File: src/rtl/reg_pipe_if.sv
// reg_pipe_if: valid/ready upstream and downstream handshake bundle for reg_pipe
interface reg_pipe_if #(parameter int WIDTH = 16);
  logic             in_valid;
  logic             in_ready;
  logic [WIDTH-1:0] datain;
  logic             out_valid;
  logic             out_ready;
  logic [WIDTH-1:0] reg_out;
  modport master (output in_valid, datain, out_ready, input in_ready, out_valid, reg_out);
  modport slave  (input in_valid, datain, out_ready, output in_ready, out_valid, reg_out);
endinterface

File: src/rtl/reg_pipe.sv
// reg_pipe: elastic register chain with valid/ready, clock enable, sync clear and occupancy count.
// Define REG_PIPE_STATS_EN to add a saturating stall_cnt output.
module reg_pipe #(
  parameter int               WIDTH     = 16,
  parameter int               STAGES    = 2,
  parameter logic [WIDTH-1:0] RESET_VAL = '0,
  localparam int              OW        = $clog2(STAGES + 1)
) (
  input  logic          clk,
  input  logic          aclr_n,
  input  logic          sclr_n,
  input  logic          clk_ena,
  reg_pipe_if.slave     bus,
`ifdef REG_PIPE_STATS_EN
  output logic [15:0]   stall_cnt,
`endif
  output logic [OW-1:0] occupancy
);
  logic [STAGES-1:0] v, nv, rdy, vin;
  logic [WIDTH-1:0]  d [STAGES];
  logic [WIDTH-1:0]  nd [STAGES];
  logic [WIDTH-1:0]  din [STAGES];
  logic [OW-1:0]     ncnt;
  assign vin[0] = bus.in_valid;
  assign din[0] = bus.datain;
  for (genvar i = 1; i < STAGES; i++) begin : g_link
    assign vin[i] = v[i-1];
    assign din[i] = d[i-1];
  end
  // A stage can advance unless it and every stage downstream of it is full and stalled
  for (genvar i = 0; i < STAGES; i++) begin : g_rdy
    assign rdy[i] = ~(&v[STAGES-1:i]) | bus.out_ready;
  end
  assign bus.in_ready  = clk_ena & sclr_n & rdy[0];
  assign bus.out_valid = clk_ena & v[STAGES-1];
  assign bus.reg_out   = d[STAGES-1];
  always_comb begin
    nv = v;
    nd = d;
    if (clk_ena && !sclr_n) begin
      nv = '0;
      for (int i = 0; i < STAGES; i++) nd[i] = RESET_VAL;
    end else if (clk_ena) begin
      for (int i = 0; i < STAGES; i++) begin
        if (rdy[i]) begin
          nv[i] = vin[i];
          nd[i] = vin[i] ? din[i] : d[i];
        end
      end
    end
    ncnt = '0;
    for (int i = 0; i < STAGES; i++) ncnt = ncnt + OW'(nv[i]);
  end
  always_ff @(posedge clk or negedge aclr_n) begin
    if (!aclr_n) begin
      v         <= '0;
      occupancy <= '0;
      for (int i = 0; i < STAGES; i++) d[i] <= RESET_VAL;
    end else begin
      v         <= nv;
      occupancy <= ncnt;
      for (int i = 0; i < STAGES; i++) d[i] <= nd[i];
    end
  end
`ifdef REG_PIPE_STATS_EN
  always_ff @(posedge clk or negedge aclr_n) begin
    if (!aclr_n) stall_cnt <= '0;
    else if (clk_ena && !sclr_n) stall_cnt <= '0;
    else if (clk_ena && v[STAGES-1] && !bus.out_ready && !(&stall_cnt)) stall_cnt <= stall_cnt + 16'd1;
  end
`endif
endmodule

File: src/flat_wrapper.sv
// flat-port wrapper written by rule: the top's interface ports become plain ports
module reg_pipe_flat 
#(
  parameter int               WIDTH     = 16,
  parameter int               STAGES    = 2,
  parameter logic [WIDTH-1:0] RESET_VAL = '0,
  localparam int              OW        = $clog2(STAGES + 1)
)
  (clk, aclr_n, sclr_n, clk_ena, occupancy, bus_in_valid, bus_datain, bus_out_ready, bus_in_ready, bus_out_valid, bus_reg_out);
  reg_pipe_if #(.WIDTH(WIDTH)) bus_i ();
  input  logic clk;
  input  logic aclr_n;
  input  logic sclr_n;
  input  logic clk_ena;
  output logic [OW-1:0] occupancy;
  input wire logic [$bits(bus_i.in_valid)-1:0] bus_in_valid;
  input wire logic [$bits(bus_i.datain)-1:0] bus_datain;
  input wire logic [$bits(bus_i.out_ready)-1:0] bus_out_ready;
  output wire logic [$bits(bus_i.in_ready)-1:0] bus_in_ready;
  output wire logic [$bits(bus_i.out_valid)-1:0] bus_out_valid;
  output wire logic [$bits(bus_i.reg_out)-1:0] bus_reg_out;
  assign bus_i.in_valid = bus_in_valid;
  assign bus_i.datain = bus_datain;
  assign bus_i.out_ready = bus_out_ready;
  assign bus_in_ready = bus_i.in_ready;
  assign bus_out_valid = bus_i.out_valid;
  assign bus_reg_out = bus_i.reg_out;
  reg_pipe #(.WIDTH(WIDTH), .STAGES(STAGES), .RESET_VAL(RESET_VAL)) u_core (.clk(clk), .aclr_n(aclr_n), .sclr_n(sclr_n), .clk_ena(clk_ena), .bus(bus_i), .occupancy(occupancy));
endmodule
File: config.mk
export PLATFORM = sky130hd
export DESIGN_NAME = reg_pipe_flat
export DESIGN_NICKNAME = d
export VERILOG_FILES = /design/src/rtl/reg_pipe_if.sv /design/src/rtl/reg_pipe.sv /design/src/flat_wrapper.sv
export SDC_FILE = /design/constraint.sdc
export NUM_CORES = 1
export LEC_CHECK = 0
export CORE_MARGIN = 2
export CORE_UTILIZATION = 56
export CTS_CLUSTER_SIZE = 25
export DETAILED_ROUTE_END_ITERATION = 10
export DONT_BUFFER_PORTS = 1
export PLACE_DENSITY = 0.74
export SYNTH_ARGS = -nofsm -noshare
export SYNTH_HDL_FRONTEND = slang
export SYNTH_SLANG_ARGS = --single-unit
File: constraint.sdc
create_clock -name clk -period 1.3 [get_ports clk]
set_input_delay 0.325 -clock clk [delete_from_list [all_inputs] [get_ports clk]]
set_output_delay 0.325 -clock clk [all_outputs]
set_load 0.03 [all_outputs]
==> flow_summary.yaml <==
critical_path:
  crit_type: "register to primary output"
  cp_num_cells: 3
  crit_chain: "and2b_4, a21oi_2, buf_6"
  cp-startpoint: "u_core.v[1]"
  arrival_ps: 1220
  max_stage_delay_ps: 420
  slowest_stage: "dfrtp_1"
  cpLargestDelayFamily: "flip-flops"
  end_kind: "primary output"
  r2r-end: "u_core.occupancy[0]"
  startpoint_type: "register"
  critPathMaxFanout: 2
  r2r_slack_ps: -210
  ff2ff_path_depth: 6
  cp_num_buf_inv: 1
  reg2reg_from: "u_core.v[1]"
  endpoint: "bus_in_ready"
  cp.required_ps: 980
cts:
  clock_latency_ps: 340
  clkSinkCount: 36
  clk_pin_slew_ps: 100
  cts_made_buffers: 5
  cts_tree: "built"
  clockRootBuffer: "clkbuf_4"
  ctsHtreeMaxLevel: 2
  clk_path_buf_depth: 2
finish:
  drive_gt1_share_pct: 31.3
  areaGrowthSynthToFinish_pct: 19.7
  final_cell_mix: "dfrtp_1 (36), buf_4 (25), nand2_1 (21)"
  fill_cells: 220
  n_antenna_cell: 0
  nNetsFinal: 204
  stdcell_area_um2: 2110
  layout_commonest_cell: "dfrtp_1"
synthesis:
  yosys_warnings: 0
  synth_edf_count: 0
  syn_inst: 163
  ys_types: 26
  async_flop_share_pct: 100
  synth_flop_cell: "dfrtp_1"
  syn-num-nets: 186
  ys_ff_latch: 36
  synth_area_um2: 1770
  syn_avg_cell_area_um2: 10.8
  ys_seq_area_share_pct: 51.0
power_and_ir_drop:
  peakVddDrop_v: 0.000737
  pwr_density_cell_nw_per_um2: 1240
  finalPower_mw: 2.62
  p_leak_nw: 1.07
die:
  start_util_pct: 58.3
  rows: 20
  die_h_um: 60.1
  dieArea_um2: 3620
  die_width_um: 60.1
  io_pins: 42
  fp.coreArea_um2: 3030
sta:
  period_minus_slack_ps: 1550
  fin_worst_skew_ps: 4.56
  slew_violations: 0
  finalSetupViolations: 37
  rsz0062_at_grt: "yes"
  setup_slack_ps: -248
  worst_hold_slack_ps: 121
  worstMarginPinSlew_ps: 345
  finalHoldViolCount: 0
  max_freq_mhz: 646
  relSlewSlack_pct: 77.0
  fin_crit_sh_pct: 119
global_route:
  antenna_found_initial: 0
  first_global_vias: 1250
  overflow: 0
  grt_max_degree: 37
  grt_pass1_wl_mm: 5.96
  grt_usage_pct: 23.2
detailed_routing:
  wl_per_cell_um: 17.8
  antenna_left: 0
  drc: 0
  route.vias.total: 1271
  vias_per_cell: 5.62
  wl_mm: 4.03
  initialDrtViolationCount: 71
  drtPass1Iterations: 4
place:
  gp_congestion: 0.788
  place_area_um2: 1800
  io_buffer_count: 0
  hpwl_mm: 2.31
min_path:
  worstHoldPathCells: 1
  hold_path_class: "primary input to register"
status:
  status: "complete, but fails checks"
  violations: "setup timing"
run:
  maxCapViolCount: 0
## layer usage
metal,wire length [um],track usage [%]
met1,1600,28.6
met2,2090,37.1
met3,216,6.71
met4,117,11.1
met5,0,0
## state kept, by name, indices dropped and copies added (netlist names)
register and cells:
u_core.bus.reg_out 16, u_core.d 16, u_core.occupancy 2, u_core.v 2
## Yosys cell counts, types with 2 or more instances
cell type  count  share of area, %
clkbuf_1       2              0.43
o21ai_0        2              0.57
dfrtp_1       36                51
a211o_1       13               6.4
buf_2          4               1.1
o221ai_1       3               1.5
buf_4         18               7.7
a21oi_1       14               4.0
buf_6          2               1.3
nand2b_1       3               1.1
nor2b_1       13               4.6
nand2_1       22               4.7
a22o_1        16               7.9
and2_1         2              0.71
inv_1          2              0.43
## layout make-up
type | count | area, um^2 | share of cell area (%)
timing repair buffer | 37 | 352 | 16.6
tap | 44 | 55.1 | 2.61
inverter | 3 | 11.3 | 0.533
multi-input combinational | 98 | 736 | 34.8
clock buffer | 8 | 58.8 | 2.78
sequential | 36 | 901 | 42.6
## worst register-to-register path, stage by stage, from the launching register on
cell and delay, ps:
dfrtp_1 420, and2b_4 190, buf_4 140, buf_8 130, o21ai_4 180, o21ai_4 100
ha_4 240
## worst min path at each step
stage / start / end / slack (ps)
after floorplan: aclr_n / u_core.bus.reg_out[0] / 30
after global placement: aclr_n / u_core.bus.reg_out[0] / 30
after detailed placement: aclr_n / u_core.bus.reg_out[0] / 30
after CTS: clk_ena / u_core.v[0] / 100
after global routing: bus_datain[10] / u_core.d[26] / 100
final: bus_datain[3] / u_core.d[19] / 120
## cell families after synthesis
group	Yosys count	share of synthesized area, %
AO/OA/AOI/OAI	52	23.6
AND/OR/NAND/NOR	45	13.5
flip-flops	36	51.0
buffers and inverters	29	11.1
adder cells (fa/ha/maj)	1	0.709
## power breakdown
group          internal [mW]  total (mW)  switching, mW
registers               1.24        1.37          0.130
logic                  0.310       0.645          0.335
clock network          0.267       0.611          0.344
## per-stage QoR
stage / util (%) / setup WS (ps) / std cells / TNS (ps)
after floorplan: - / 17.4 / 163 / 0
after global placement: 59.5 / -39.7 / 201 / -822
after detailed placement: 59.5 / -84.5 / 201 / -1830
after CTS: 66.9 / -229 / 222 / -901
after global routing: 69.8 / -282 / 226 / -5740
final: 69.8 / -248 / 226 / -4290
## what timing repair did
action	in CTS	in global routing
resized for setup	13	12
gates cloned	0	0
buffers inserted	11	4
pin swaps	6	5
endpoints found under the hold margin	36	0
hold buffers	2	0
setup endpoints to repair	32	34
Note: power is estimated with default switching activity, not from simulation.
